$ cat src/rtl/instr_decode_buf.sv
// instr_decode_buf: two-entry (main + skid) buffer that splits a 32-bit
// instruction word into opcode/rd/rs/imm fields and an unsigned-immediate
// flag at acceptance time. The output registers hold the main entry. The
// skid entry absorbs one extra beat, which lets in_ready be a flop.
module instr_decode_buf #(
    parameter logic [63:0] UNSIGNED_MASK = 64'h0000_0000_0000_FF00
) (
    input  logic        clk,
    input  logic        rst_n,
    input  logic        flush,
    input  logic        in_valid,
    output logic        in_ready,
    input  logic [31:0] in_instr,
    output logic        out_valid,
    input  logic        out_ready,
    output logic [5:0]  out_opcode,
    output logic [3:0]  out_rd,
    output logic [3:0]  out_rs,
    output logic [17:0] out_imm,
    output logic        out_u
);

    typedef enum logic [1:0] {
        EMPTY = 2'd0,
        ONE   = 2'd1,
        FULL  = 2'd2
    } state_t;

    typedef struct packed {
        logic [5:0]  opcode;
        logic [3:0]  rd;
        logic [3:0]  rs;
        logic [17:0] imm;
        logic        u;
    } entry_t;

    state_t state;
    state_t next_state;
    entry_t main_q;
    entry_t skid_q;
    entry_t in_dec;

    logic accept;
    logic consume;
    logic load_main_in;
    logic load_main_skid;
    logic load_skid;

    // Decode the incoming word once; only stored results are presented.
    always_comb begin
        in_dec        = '0;
        in_dec.opcode = in_instr[31:26];
        in_dec.rd     = in_instr[25:22];
        in_dec.rs     = in_instr[21:18];
        in_dec.imm    = in_instr[17:0];
        in_dec.u      = UNSIGNED_MASK[in_instr[31:26]];
    end

    assign out_valid = (state != EMPTY);
    assign accept    = in_valid && in_ready;
    assign consume   = out_valid && out_ready;

    // Next-state logic and per-entry load enables; flush wins over every handshake.
    always_comb begin
        next_state     = state;
        load_main_in   = 1'b0;
        load_main_skid = 1'b0;
        load_skid      = 1'b0;
        if (flush) begin
            next_state = EMPTY;
        end else begin
            case (state)
                EMPTY: begin
                    if (accept) begin
                        next_state   = ONE;
                        load_main_in = 1'b1;
                    end
                end
                ONE: begin
                    if (accept && consume) begin
                        next_state   = ONE;
                        load_main_in = 1'b1;
                    end else if (accept) begin
                        next_state = FULL;
                        load_skid  = 1'b1;
                    end else if (consume) begin
                        next_state = EMPTY;
                    end
                end
                FULL: begin
                    if (consume) begin
                        next_state     = ONE;
                        load_main_skid = 1'b1;
                    end
                end
                default: next_state = EMPTY;
            endcase
        end
    end

    // State register and registered in_ready, derived from next_state.
    always_ff @(posedge clk) begin
        if (!rst_n) begin
            state    <= EMPTY;
            in_ready <= 1'b1;
        end else begin
            state    <= next_state;
            in_ready <= (next_state != FULL);
        end
    end

    // Entry storage: main takes a fresh word or the skid entry. Neither
    // changes on a discard or a drain to EMPTY.
    always_ff @(posedge clk) begin
        if (!rst_n) begin
            main_q <= '0;
            skid_q <= '0;
        end else begin
            if (load_main_in) begin
                main_q <= in_dec;
            end else if (load_main_skid) begin
                main_q <= skid_q;
            end
            if (load_skid) begin
                skid_q <= in_dec;
            end
        end
    end

    assign out_opcode = main_q.opcode;
    assign out_rd     = main_q.rd;
    assign out_rs     = main_q.rs;
    assign out_imm    = main_q.imm;
    assign out_u      = main_q.u;

endmodule

$ cat config.mk
export PLATFORM = sky130hd
export DESIGN_NAME = instr_decode_buf
export DESIGN_NICKNAME = d
export VERILOG_FILES = /design/src/rtl/instr_decode_buf.sv
export SDC_FILE = /design/constraint.sdc
export NUM_CORES = 1
export LEC_CHECK = 0
export CAP_MARGIN = 20
export CORE_MARGIN = 5
export CORE_UTILIZATION = 46
export CTS_CLUSTER_SIZE = 12
export DETAILED_ROUTE_END_ITERATION = 16
export GPL_TIMING_DRIVEN = 0
export PLACE_DENSITY = 0.76
export SYNTH_ARGS = -nofsm -noshare
export SYNTH_HDL_FRONTEND = slang
export SYNTH_SLANG_ARGS = --single-unit
$ cat constraint.sdc
create_clock -name clk -period 1.8 [get_ports clk]
set_input_delay 0.36 -clock clk [delete_from_list [all_inputs] [get_ports clk]]
set_output_delay 0.36 -clock clk [all_outputs]
set_load 0.005 [all_outputs]
# Word-level counts from Yosys, hierarchy flattened
# Memory sizes are Yosys's and may differ from the RTL's.
# Cells that the tools add are included.
dict set report classes {
  n_lt_le_gt_ge 1
  muxes 20
  reduce_logical 6
  n_eq_ne 3
}
# cell n
set ops {}
lappend ops {{33-bit 2-to-1 mux} 2}
lappend ops {{2-bit 2-to-1 mux} 6}
lappend ops {{1-bit 2-to-1 mux} 10}
lappend ops {{6-bit by 7-bit < comparator with 1-bit output (second input constant)} 1}
lappend ops {{2-bit one-hot mux with 3 select lines} 1}
lappend ops {{2-bit nonzero test} 2}
lappend ops {{1-bit logical AND} 3}
lappend ops {{2-bit by 1-bit == test with 1-bit output (second input constant)} 1}
lappend ops {{2-bit == test (second input constant)} 1}
lappend ops {{2-bit zero test} 1}
lappend ops {{2-bit != test (second input constant)} 1}
lappend ops {{1-bit one-hot mux with 2 select lines} 1}
dict set report word_totals {
  register_bits 69
  mem_bits_ro 64
  output_inout_bits 35
  input_bits 37
  n_memories 1
}
# name words word_bits read_ports rd_clocked_by_memory_dff write_ports line
set mem_list {}
lappend mem_list {{(name not given)} 64 1 1 0 0 56} ;# in_dec.u = UNSIGNED_MASK[in_instr[31:26]];

# Longest topological paths before layout
# Gate-level depths: netlist (run 1).
dict set report logic_depth {
  word_depth 8
  ltp_mapped 6
  mapped_depth_nobuf 5
}

# Worst setup path before layout (run 1)
# OpenSTA, ideal clock, no wires.
dict set report synth_path {
  path_type {input to register}
  start {input port out_ready}
  end {register main_q (netlist bit out_u)}
  required_ns 1.677
  path_slack_ns 0.482
  setup_time_ns 0.123
  path_stages 6
  arrival_ns 1.195
  cell_sequence {nand2b_1 -> and2_1 -> buf_6 -> buf_6 -> a22oi_1 -> a21boi_1}
}
dict set report synth_via {
  elab_chain_cells 6
  word_cells_on_any_way 10
  cone_classes {7 x mux; 3 x reduce/logical}
}
# item line
set synth_rtl {}
lappend synth_rtl {{start: declaration} 15} ;# input logic out_ready,
lappend synth_rtl {{1-bit logical AND (*)} 61} ;# assign consume = out_valid && out_ready;
lappend synth_rtl {{1-bit logical AND} 80} ;# if (accept && consume) begin
lappend synth_rtl {{1-bit 2-to-1 mux} 80}
lappend synth_rtl {{1-bit one-hot mux with 2 select lines} 72} ;# case (state)
lappend synth_rtl {{1-bit 2-to-1 mux} 69} ;# if (flush) begin
lappend synth_rtl {{33-bit 2-to-1 mux / 2-bit nonzero test (equally long branches)} n/a}
lappend synth_rtl {{end signal: assignment} 120} ;# main_q <= in_dec;
lappend synth_rtl {{end signal: assignment} 122} ;# main_q <= skid_q;
lappend synth_rtl {{end: declaration} 39} ;# entry_t main_q;
# Mark *: on every way between the ends. The rest lies on a longest branch, timed or not.
# A chain may end at the register's enable or synchronous reset.

# Final worst setup path (run 1)
dict set report layout_path {
  start {input port rst_n}
  end {register skid_q[18] (netlist name)}
}
# item line
set layout_lines {}
lappend layout_lines {{start: declaration} 9} ;# input logic rst_n,
lappend layout_lines {{end signal: assignment} 125} ;# skid_q <= in_dec;
lappend layout_lines {{end: declaration} 40} ;# entry_t skid_q;
# No word-level cell between the ends.

==> impl_metrics.csv, run 1 <==
group,metric,value,unit
place,post-place-cells,460,
power,sw_frac_of_total,21.1,%
yosys,yosysWarnings,0,
route,wl_per_cell,14.9,um
floorplan,rows,28,
yosys,ys_seq_area_share,48.8,%
sta,maxSlewHeadroom,72.1,%
floorplan,dieHeight,88.5,um
worst_setup_path,rr_worst_depth,6,
yosys,synth_top_area_share,48.8,%
clock_network,clk_path_buf_depth,2,
sta,fmax,591,MHz
yosys,syn_area,0.00283,mm2
clock_network,cts_buffers,9,
floorplan,start_util,47.6,%
sta,grt_setup_unrepaired,"false",
sta,setup_viol,0,
clock_network,hold_buffers,0,
finish,fill_cells,529,
place,portBuffers,71,
clock_network,root_buffer,"clkbuf_8",
power,power.internal,2.74,mW
power,power_leakage,1.38,nW
power,seq_power_share,45.8,%
finish,syn2layout_area_growth,37.1,%
yosys,syn_avg_cell_area,9.02,um2
worst_setup_path,rrSetupSlack,0.34,ns
route,drt_wl_total,7110,um
route,dr_total_vias,2461,
sta,drv_slew,0,
power,power_frac_comb,10.1,%
yosys,synth.largest_area_cell,"dfxtp_1",
global_routing,antenna_found_initial,0,
clock_network,cts_tree,"done",
floorplan,die_w,88.5,um
clock_network,clock-sinks,69,
power,power.density,894,mW/mm2
route,antenna_left,0,
place,hpwl,4940,um
place,place.gp.congestion,0.740,
yosys,synth_area_leaders,"dfxtp_1 (49%), a21boi_1 (16%), nand2_1 (14%), a22oi_1 (8.5%), buf_6 (4.0%)",
finish,multiInputGateArea,0.00126,mm2
yosys,ys_seq_elements,69,
worst_hold_path,hp-class,"reg2reg",
global_routing,overflow,0,
worst_setup_path,cp-end-kind,"flop",
worst_hold_path,hold_path_depth,2,
clock_network,clk_latency,0.34,ns
floorplan,die_area,0.00783,mm2
yosys,syn_nets,351,
power,clkPwrFrac,44.1,%
sta,min_period_over_period,94.0,%
worst_hold_path,worstHoldStart,"skid_q[24]$_SDFFE_PN0P_",
global_routing,grt_usage,19.3,%
floorplan,core,0.00596,mm2
sta,post-route-min-period,1.69,ns
job,maxCapViolCount,0,
global_routing,first_global_vias,2453,
power,p_switching,734,uW
worst_setup_path,cp.required,2.05,ns
worst_setup_path,regToRegStartpoint,"state[0]$_SDFF_PN0_",
finish,drive_gt1_share,9.23,%
worst_setup_path,worstPathArrival,1.94,ns
power,power.total,3.47,mW
clock_network,cts_max_level,3,
worst_setup_path,worstPathMaxFanout,10,
sta,skew,0.00523,ns
route,vias_per_cell,5.17,
global_routing,grt_max_degree,12,
worst_setup_path,r2r_end,"out_opcode[5]$_SDFFE_PN0P_",
finish,finalNonFillerCells,476,
worst_setup_path,setup.worst_path.start_class,"primary input",
clock_network,clk_pin_slew,0.07,ns
finish,diodes,0,
worst_setup_path,critPathKind,"in2reg",
finish,regArea,0.00138,mm2
sta,fin_setup_tns,0,ns
finish,nets,433,
global_routing,grt_pass1_wl,11600,um
route,firstDrtPassIters,4,
sta,hold_viol,0,
route,drt_iter0_markers,77,
floorplan,io-pin-count,72,
outcome,status,"finished, final reports clean",
power,peakVddDrop,0.000660,V
yosys,syn_inst,314,
yosys,ys_types,25,
route,drc,0,
finish,final_cell_mix,"nand2_1 (102), clkdlybuf4s50_1 (70), dfxtp_1 (67)",
finish,final_common_cell,"nand2_1",
worst_hold_path,hold_end,"skid_q[24]$_SDFFE_PN0P_",
sta,tightest_slew,0.419,ns
[layout make-up]
cell class / count / share of cell area (%)
Buffer: 25 / 4.74
Sequential cell: 69 / 35.6
Multi-Input combinational cell: 218 / 32.5
Clock buffer: 12 / 3.74
Inverter: 2 / 0.193
Clock inverter: 4 / 2.45
Timing Repair Buffer: 71 / 18.4
Tap cell: 75 / 2.42
[cells by family after synthesis]
group | count (synthesis) | synth area share (%)
and+or+nand+nor | 114 | 16.7
AOI/OAI and AO/OA | 102 | 27.1
DFF | 69 | 48.8
buffers and inverters | 27 | 6.76
xor gates and xnor gates | 1 | 0.309
muxes | 1 | 0.353
[per-stage QoR]
step                area [um2]  hold WS [ns]  setup slack (ns)  util [%]
finish                    3880         0.451             0.108      65.2
global route              3880         0.474           0.00141      65.2
CTS                       3880         0.455           0.00497      65.1
detailed placement        3640         0.445            -0.189      61.1
global placement          3640         0.441            -0.170      61.1
floorplan                 2830         0.435             0.482         -
[power groups by stage]
stage | Sequential, mW | Clock, mW | Combinational, mW
floorplan | 1.63 | 0 | 0.144
global placement | 1.62 | 0 | 0.346
detailed placement | 1.63 | 0 | 0.350
CTS | 1.59 | 1.55 | 0.354
global route | 1.60 | 1.62 | 0.382
finish | 1.59 | 1.53 | 0.350
[sequential cells by signal, summed over array words and instances (netlist names)]
name,count
skid_q,33
out_imm,18
out_opcode,6
out_rd,4
out_rs,4
state,2
in_ready,1
out_u,1
[what timing repair did]
item | CTS | global route
gates resized for setup | 1 | 2
endpoints found under the setup margin | 1 | 1
endpoints found under the hold margin | 0 | 0
setup buffers | 0 | 0
[worst max-delay path, cell delays in order]
cell	delay (ns)
clkdlybuf4s50_1	0.57
clkbuf_1	0.38
clkbuf_1	0.36
a21boi_0	0.27
[per-layer routing]
metal	GRT usage, %	wire length [um]	share of wire (%)
met1	23.9	3090	43
met2	32.4	3460	49
met3	4.56	411	5.8
met4	7.42	144	2.0
met5	0	0	0
[synth_stat cells (all sizes together)]
master,number
nand2,102
nor2,1
and2,2
clkbuf,7
a21boi,65
xnor2,1
mux2i,1
o21ai,1
or2,1
a22oi,32
and4bb,2
o22ai,1
nand2b,3
a21oi,2
dfxtp,69
nor2b,2
nor3b,1
buf,18
a211oi,1
inv,2
[worst max path at each step]
stage / endpoint / depth (start not counted) / from
floorplan: out_u$_SDFFE_PN0P_ / 6 / out_ready
global placement: out_imm[9]$_SDFFE_PN0P_ / 7 / out_ready
detailed placement: out_imm[13]$_SDFFE_PN0P_ / 7 / flush
CTS: out_valid / 2 / state[1]$_SDFF_PN0_
global route: skid_q[18]$_SDFFE_PN0P_ / 4 / rst_n
finish: skid_q[18]$_SDFFE_PN0P_ / 4 / rst_n
Note: power is estimated with default switching activity, not from simulation.
==> inputs of run 2 (changes only) <==
--- a/config.mk
+++ b/config.mk
@@ -11,6 +11,7 @@
 export CTS_CLUSTER_SIZE = 12
 export DETAILED_ROUTE_END_ITERATION = 16
 export GPL_TIMING_DRIVEN = 0
+export MAX_ROUTING_LAYER = met4
 export PLACE_DENSITY = 0.76
 export SYNTH_ARGS = -nofsm -noshare
 export SYNTH_HDL_FRONTEND = slang
==> impl_metrics.csv, run 2 (synthesized netlist as in run 1, its figures left out) <==
group,metric,value,unit
outcome,status,"finished, final reports clean",
route,wl_met2,3460,um
power,peakVddDrop,0.000661,V
sta,maxSlewHeadroom,71.4,%
global_routing,first_global_vias,2458,
finish,diodes,0,
job,maxCapViolCount,0,
clock_network,cts_max_level,3,
worst_hold_path,hold_path_depth,2,
route,wl_per_cell,15.0,um
sta,setup_viol,0,
route,drt_iter0_markers,68,
power,power_leakage,1.38,nW
finish,top_register,"skid_q",
worst_hold_path,hold_end,"skid_q[24]$_SDFFE_PN0P_",
place,dpl-instance-area,0.00364,mm2
route,wl_met3,439,um
finish,nets,433,
floorplan,die_w,88.5,um
worst_setup_path,cp.required,2.06,ns
route,firstDrtPassIters,4,
route,drt_wl_total,7120,um
place,place.gp.congestion,0.749,
finish,syn2layout_area_growth,37.1,%
sta,fmax,604,MHz
route,antenna_left,0,
global_routing,grt_usage,19.9,%
worst_setup_path,cp-end-kind,"flop",
place,hpwl,4940,um
clock_network,clk_path_buf_depth,2,
route,dr_total_vias,2485,
sta,drv_slew,0,
global_routing,overflow,0,
worst_setup_path,crit_buf_inv,3,
worst_setup_path,cp-startpoint,"rst_n",
route,routed.top_layer,"met4",
global_routing,grt_pass1_wl,11600,um
floorplan,core,0.00596,mm2
clock_network,cts_buffers,9,
floorplan,dieHeight,88.5,um
power,power.density,895,mW/mm2
worst_setup_path,worst_path_max_delay_cell,"clkdlybuf4s50_1",
finish,final_common_cell,"nand2_1",
sta,min_period_over_period,92.0,%
worst_setup_path,cpPeakStageDelay,0.58,ns
clock_network,hold_buffers,0,
finish,finalInstanceArea,0.00388,mm2
worst_setup_path,crit_top_cell,"clkbuf_1",
finish,drive_gt1_share,9.48,%
clock_network,root_buffer,"clkbuf_8",
finish,largest_register_ffs,33,
clock_network,cts_tree,"done",
route,drt-met1-wl,3080,um
clock_network,clock-sinks,69,
finish,final_cell_mix,"nand2_1 (102), clkdlybuf4s50_1 (70), dfxtp_1 (67)",
floorplan,die_area,0.00783,mm2
floorplan,rows,28,
worst_setup_path,setup.worst_path.start_class,"primary input",
sta,hold_ws,0.452,ns
floorplan,io-pin-count,72,
sta,post-route-min-period,1.66,ns
clock_network,clk_latency,0.34,ns
place,portBuffers,71,
worst_setup_path,regToRegStartpoint,"state[0]$_SDFF_PN0_",
sta,grt_setup_unrepaired,"false",
route,drc,0,
sta,skew,0.00438,ns
worst_setup_path,path_cells,"clkdlybuf4s50_1, clkbuf_1, clkbuf_1, a21boi_1",
sta,hold_viol,0,
global_routing,antenna_found_initial,0,
floorplan,start_util,47.6,%
worst_setup_path,worstPathMaxFanout,10,
sta,tightest_slew,0.430,ns
worst_setup_path,path_delay_family,"buffers and inverters",
global_routing,grt_max_degree,12,
worst_setup_path,rr_worst_depth,6,
worst_hold_path,hp-class,"reg2reg",
worst_setup_path,worstPathArrival,1.92,ns
worst_setup_path,critPathKind,"in2reg",
route,vias_per_cell,5.22,
worst_setup_path,r2r_end,"out_opcode[5]$_SDFFE_PN0P_",
clock_network,clk_pin_slew,0.07,ns
worst_setup_path,rrSetupSlack,0.35,ns
worst_hold_path,worstHoldStart,"skid_q[24]$_SDFFE_PN0P_",
## run 2: changes by cell type in the layout (fill, tap and decap cells not counted)
cell / change
clkbuf_1: -1
clkbuf_2: +1
## run 2: report_power, final
part	total [mW]	internal (mW)	switching [mW]
logic	0.351	0.211	0.140
registers	1.59	1.57	0.0218
clock network	1.53	0.958	0.577
## run 2: area by class of cell
type,instances,area (um2)
fill,528,2070
sequential,69,1380
multi-input combinational,218,1260
timing repair buffer,71,713
buffer,25,185
clock buffer,12,145
clock inverter,4,95.1
tap,75,93.8
inverter,2,7.51
## run 2: stage by stage
step                      std cells  power [mW]  utilization (%)  setup TNS [ns]  setup WS [ns]
final                           476        3.48             65.2               0          0.143
after global routing            476        3.60             65.2               0         0.0433
after CTS                       476        3.49             65.1               0        0.00497
after detailed placement        460        1.98             61.1           -9.44         -0.189
after global placement          460        1.97             61.1           -8.26         -0.170
after floorplan                 314        1.77                -               0          0.482
## run 2: timing repair
action	in CTS	in global routing
endpoints found under the setup margin	1	2
setup buffers	0	0
resized for setup	1	4
## run 2: routing by layer
layer  vias up  global-route usage [%]
li1       1232                       -
met1      1155                    24.0
met2        83                    32.4
met3        15                    3.45
met4         0                    8.65
met5         -                       -
## run 2: worst min-delay path: cells and delay by family (launching register included)
| family | cells | cell delay, ns |
|---|---|---|
| DFF | 1 | 0.31 |
| and+or+nand+nor | 1 | 0.05 |
| AOI/OAI and AO/OA | 1 | 0.05 |
## run 2: how the worst max path moves through the flow
stage / to / slack (ns) / cells past startpoint
3_5_place_dp: out_imm[13]$_SDFFE_PN0P_ / -0.19 / 7
4_1_cts: out_valid / 0.005 / 2
2_1_floorplan: out_u$_SDFFE_PN0P_ / 0.48 / 6
6_report: skid_q[13]$_SDFFE_PN0P_ / 0.14 / 4
5_1_grt: out_imm[9]$_SDFFE_PN0P_ / 0.04 / 7
3_3_place_gp: out_imm[9]$_SDFFE_PN0P_ / -0.17 / 7
==> edit 1: new RTL, settings of run 2 <==
Reset style: asynchronous (`rst_n`), changed in 2 clocked blocks.
--- a/src/rtl/instr_decode_buf.sv
+++ b/src/rtl/instr_decode_buf.sv
@@ -99,7 +99,7 @@
     end
 
     // State register and registered in_ready, derived from next_state.
-    always_ff @(posedge clk) begin
+    always_ff @(posedge clk or negedge rst_n) begin
         if (!rst_n) begin
             state    <= EMPTY;
             in_ready <= 1'b1;
@@ -111,7 +111,7 @@
 
     // Entry storage: main takes a fresh word or the skid entry. Neither
     // changes on a discard or a drain to EMPTY.
-    always_ff @(posedge clk) begin
+    always_ff @(posedge clk or negedge rst_n) begin
         if (!rst_n) begin
             main_q <= '0;
             skid_q <= '0;
Function: differs if rst_n is asserted again (counterexample within 4 cycles, from zero or initial values and one cycle with rst_n low); with rst_n held inactive, the same outputs for 10 cycles.
==> edit 1 against run 2 <==
- sequential cell count unchanged
- via count decreased by 17%
- die area increased by 10%
- first-iteration DRC count decreased by 22%
- final area increased by 10%
- routed wire length decreased by 7.4%
- area after synthesis increased by 12%
- setup slack got worse by 120 ps
Power is not compared: it rests on default switching activity, and its combinational part moved more than twofold at a synthesized area within 25%.
==> edit 1: results (changes against run 2) <==
status=finished, final reports clean (unchanged); largest net degree at the start of global routing=70 (was 12); DRT iter0 DRCs=53 (was 68); Worst Clk Skew=11.22 ps (was 4.380 ps); routed len/inst=16.32 um (was 14.96 um); unique cell type count in the Yosys netlist=26 (was 25); top post-synthesis cells by count=dfrtp_1 (68), inv_1 (34), mux2i_1 (33), o22ai_1 (33), mux2_4 (29) (was nand2_1 (102), dfxtp_1 (69), a21boi_1 (60)); htree depth=3 (unchanged); post-CTS setup buffers=3 (was 0); crit path max fanout=10 (unchanged); Clock transition at path regs=80 ps; CP top delay family=buffers and inverters (unchanged); vias in the first global route=2165 (was 2458); Slew HR=42.91% (was 71.36%); nets=356 (was 433); CP arrival=1980 ps (was 1920 ps); CP peak stage delay=470 ps (was 580 ps); DP Wirelength=4349 um (was 4941 um); Fill cells=523 (was 528); hold-fix buffer count after cts=0 (unchanged); n_diodes=0 (unchanged); Placed Instance Area=3971 um^2 (was 3637 um^2); CTS Buf Count=9 (unchanged); Yosys warning count=0 (unchanged); syn_nets=268 (was 351); Post-Layout Cell Count=404 (was 476); Mean Syn Cell Area=13.69 um^2 (was 9.021 um^2); layout cells sized above 1=22.84% (was 9.476%); dominant cells by area after synthesis=dfrtp_1 (54%), mux2_4 (14%), mux2i_1 (10%), o22ai_1 (6.5%), inv_1 (4.0%) (was dfxtp_1 (49%), a21boi_1 (16%), nand2_1 (14%), a22oi_1 (8.5%), buf_6 (4.0%)); DR vias/cell=5.094 (was 5.221); register area share after synthesis=54.63% (was 48.76%); GP Congestion=0.7296 (was 0.7488); initial antenna violation count=0 (unchanged); dominant synthesized flop cell=dfrtp_1 (was dfxtp_1); worst hold-check path type=primary input to asynchronous set/reset pin (was flip-flop to flip-flop); first-pass GRT wire length=10610 um (was 11630 um); # placed instances=382 (was 460); dpl ws=-340.7 ps (was -189.4 ps); overall global routing resource usage=16.15% (was 19.85%); FFs w/ async S/R, synth=100.0% (was 0%)
-- edit 1: cell count changes after synthesis, sizes merged, moves of 6 or more --
cell and delta:
a21boi -65, a22oi -32, buf -6, dfrtp +68, dfxtp -69, inv +32
mux2 +33, mux2i +32, nand2 -101, o22ai +32
-- edit 1: worst paths after layout --
path / start / to / slack (ps) / cells after the start
min reg2reg: skid_q[22]$_DFFE_PN0P_ / skid_q[22]$_DFFE_PN0P_ / 510 / 1
max: out_ready / skid_q[16]$_DFFE_PN0P_ / 30 / 6
max in group asynchronous: rst_n / skid_q[30]$_DFFE_PN0P_ / 1110 / 1
min: rst_n / out_rd[1]$_DFFE_PN0P_ / 120 / 1
min in group clk: skid_q[22]$_DFFE_PN0P_ / skid_q[22]$_DFFE_PN0P_ / 510 / 1
max reg2reg: in_ready$_DFF_PN1_ / out_opcode[3]$_DFFE_PN0P_ / 50 / 7
-- edit 1: cells by family after synthesis --
kind of cell	Yosys count	share of synthesized area (%)
AOI/OAI and AO/OA	36	7.556
muxes	66	25.63
DFF	69	54.63
xor gates and xnor gates	1	0.2769
and+or+nand+nor	11	2.967
buffers and inverters	48	8.940
-- edit 1: power by group --
part / internal (uW) / switching (uW)
logic: 1090 / 545
registers: 2060 / 274
clock network: 816 / 590
-- edit 1: metal layers --
metal	track usage [%]	part of all wire (%)
met4	6.349	0.89
met1	21.00	47
met2	24.78	48
met5	-	0
met3	3.493	4.1
-- edit 1: layout make-up --
type	instances	area [um^2]	share of cell area (%)
inverter	34	127.6	2.985
sequential	69	1728	40.42
clock buffer	10	137.6	3.219
clock inverter	6	86.33	2.019
timing repair buffer	77	782.0	18.29
multi-input combinational	114	1159	27.10
buffer	14	155.1	3.629
tap	80	100.1	2.341
==> edit 2: new RTL, flow settings as in run 2 <==
Without the edit above. Re-encode `state_t` (3 states) as one-hot, 3 bits wide.
--- a/src/rtl/instr_decode_buf.sv
+++ b/src/rtl/instr_decode_buf.sv
@@ -20,10 +20,10 @@
     output logic        out_u
 );
 
-    typedef enum logic [1:0] {
-        EMPTY = 2'd0,
-        ONE   = 2'd1,
-        FULL  = 2'd2
+    typedef enum logic [2:0] {
+        EMPTY = 3'b001,
+        ONE   = 3'b010,
+        FULL  = 3'b100
     } state_t;
 
     typedef struct packed {
Check against the original RTL: same outputs for any inputs over 10 cycles, from zero or initial values and one cycle with rst_n low; not proved beyond that.
==> edit 2 against run 2 <==
- area after synthesis grew 16%
- routed wire length grew 43%
- final area grew 12%
- total power grew 6.2%
- setup slack lost 82 ps
- sequential cell count grew 1
- critical path depth shrank 3
- sequential share of layout area shrank 3.3 points
- hold slack lost 16 ps
- largest power group unchanged
==> edit 2: results (changes against run 2) <==
register area share after synthesis=42.49% (was 48.76%); worst hold-check path type=primary input to flip-flop (was flip-flop to flip-flop); overall global routing resource usage=24.10% (was 19.85%); top post-synthesis cells by count=dfxtp_1 (70), nand3_1 (66), o21ai_0 (54) (was nand2_1 (102), dfxtp_1 (69), a21boi_1 (60)); hold wc startpoint=flush (was skid_q[24]$_SDFFE_PN0P_); WL met1=4387 um (was 3081 um); DP Wirelength=6737 um (was 4941 um); Clock-cell share=4.951% (was 6.186%); status=finished, final reports clean (unchanged); FF/Latch Area=1405 um^2 (was 1384 um^2); vias in the first global route=3320 (was 2458); IO Port Bufs=69 (was 71); Placed Instance Area=4109 um^2 (was 3637 um^2); layout sequential cell count=70 (was 69); crit path max fanout=7 (was 10); dominant cells by area after synthesis=dfxtp_1 (42%), nand3_1 (10%), a311oi_1 (8.8%), o21ai_0 (8.2%), a211oi_1 (7.5%) (was dfxtp_1 (49%), a21boi_1 (16%), nand2_1 (14%), a22oi_1 (8.5%), buf_6 (4.0%)); layout cells sized above 1=11.54% (was 9.476%); reg-to-reg critical path endpoint=out_imm[13]$_SDFFE_PN0P_ (was out_opcode[5]$_SDFFE_PN0P_); hold endpoint=out_imm[5]$_SDFFE_PN0P_ (was skid_q[24]$_SDFFE_PN0P_); Static Leak=0.001356 uW (was 0.001385 uW); worst setup path end=in_ready (was skid_q[13]$_SDFFE_PN0P_); comb_multi_in=258 (was 218); reg2reg setup slack=120 ps (was 350 ps); Mean Syn Cell Area=8.634 um^2 (was 9.021 um^2); DR pass1 iterations=8 (was 4); nets=500 (was 433); met2 wire len=4721 um (was 3462 um); DRT iter0 DRCs=255 (was 68); met1 Use GR=31.19% (was 24.04%); Mapped Cells=382 (was 314); CP arrival=1380 ps (was 1920 ps); GP Congestion=0.8676 (was 0.7488); CP peak stage delay=560 ps (was 580 ps); Fill cells=617 (was 528); Max Clk Rate=575.1 MHz (was 603.6 MHz); # placed instances=547 (was 460); count of non-CTS buffers in the layout=122 (was 96); hold_ws=435.6 ps (was 452.1 ps); Least-Margin Pin Slew=558.6 ps (was 429.6 ps); met3 wire len=897 um (was 439 um); fraction of area in non-clock buffers=22.65% (was 23.13%); DR vias/cell=6.124 (was 5.221); DRT Wirelength=10180 um (was 7120 um); first-pass GRT wire length=16530 um (was 11630 um); Peak supply drop=0.4807 mV (was 0.6610 mV); M2 GR Usage=37.46% (was 32.43%)
edit 2: changes by cell type after synthesis, sizes merged, moves of 32 or more:
| cell | run 2 | this run |
|---|---|---|
| a21boi | 65 | 1 |
| a311oi | 0 | 33 |
| o21ai | 1 | 67 |
| nand3 | 0 | 66 |
| nand2 | 102 | 2 |
| a22oi | 32 | 0 |
| a211oi | 1 | 33 |
edit 2: logic make-up (layout without fill, tap and decap cells):
logic type	count (synthesis)	after routing	synth area share, %
buf+inv	54	140	8.573
compound gates	174	174	33.80
xor+xnor	1	1	0.2656
simple gates	83	83	14.87
flops	70	70	42.49
edit 2: repair_timing:
| item | 4_1_cts | 5_1_grt |
|---|---|---|
| gates resized for setup | 9 | 10 |
| setup buffers | 2 | 0 |
| endpoints found under the setup margin | 2 | 27 |
| pin swaps | 0 | 0 |
| cloned | 0 | 0 |
edit 2: where the power goes:
part / switching, uW / leakage [uW] / internal, uW
Sequential: 37.4 / 0.000570 / 1620
Clock: 589 / 0.000110 / 815
Combinational: 310 / 0.000675 / 318
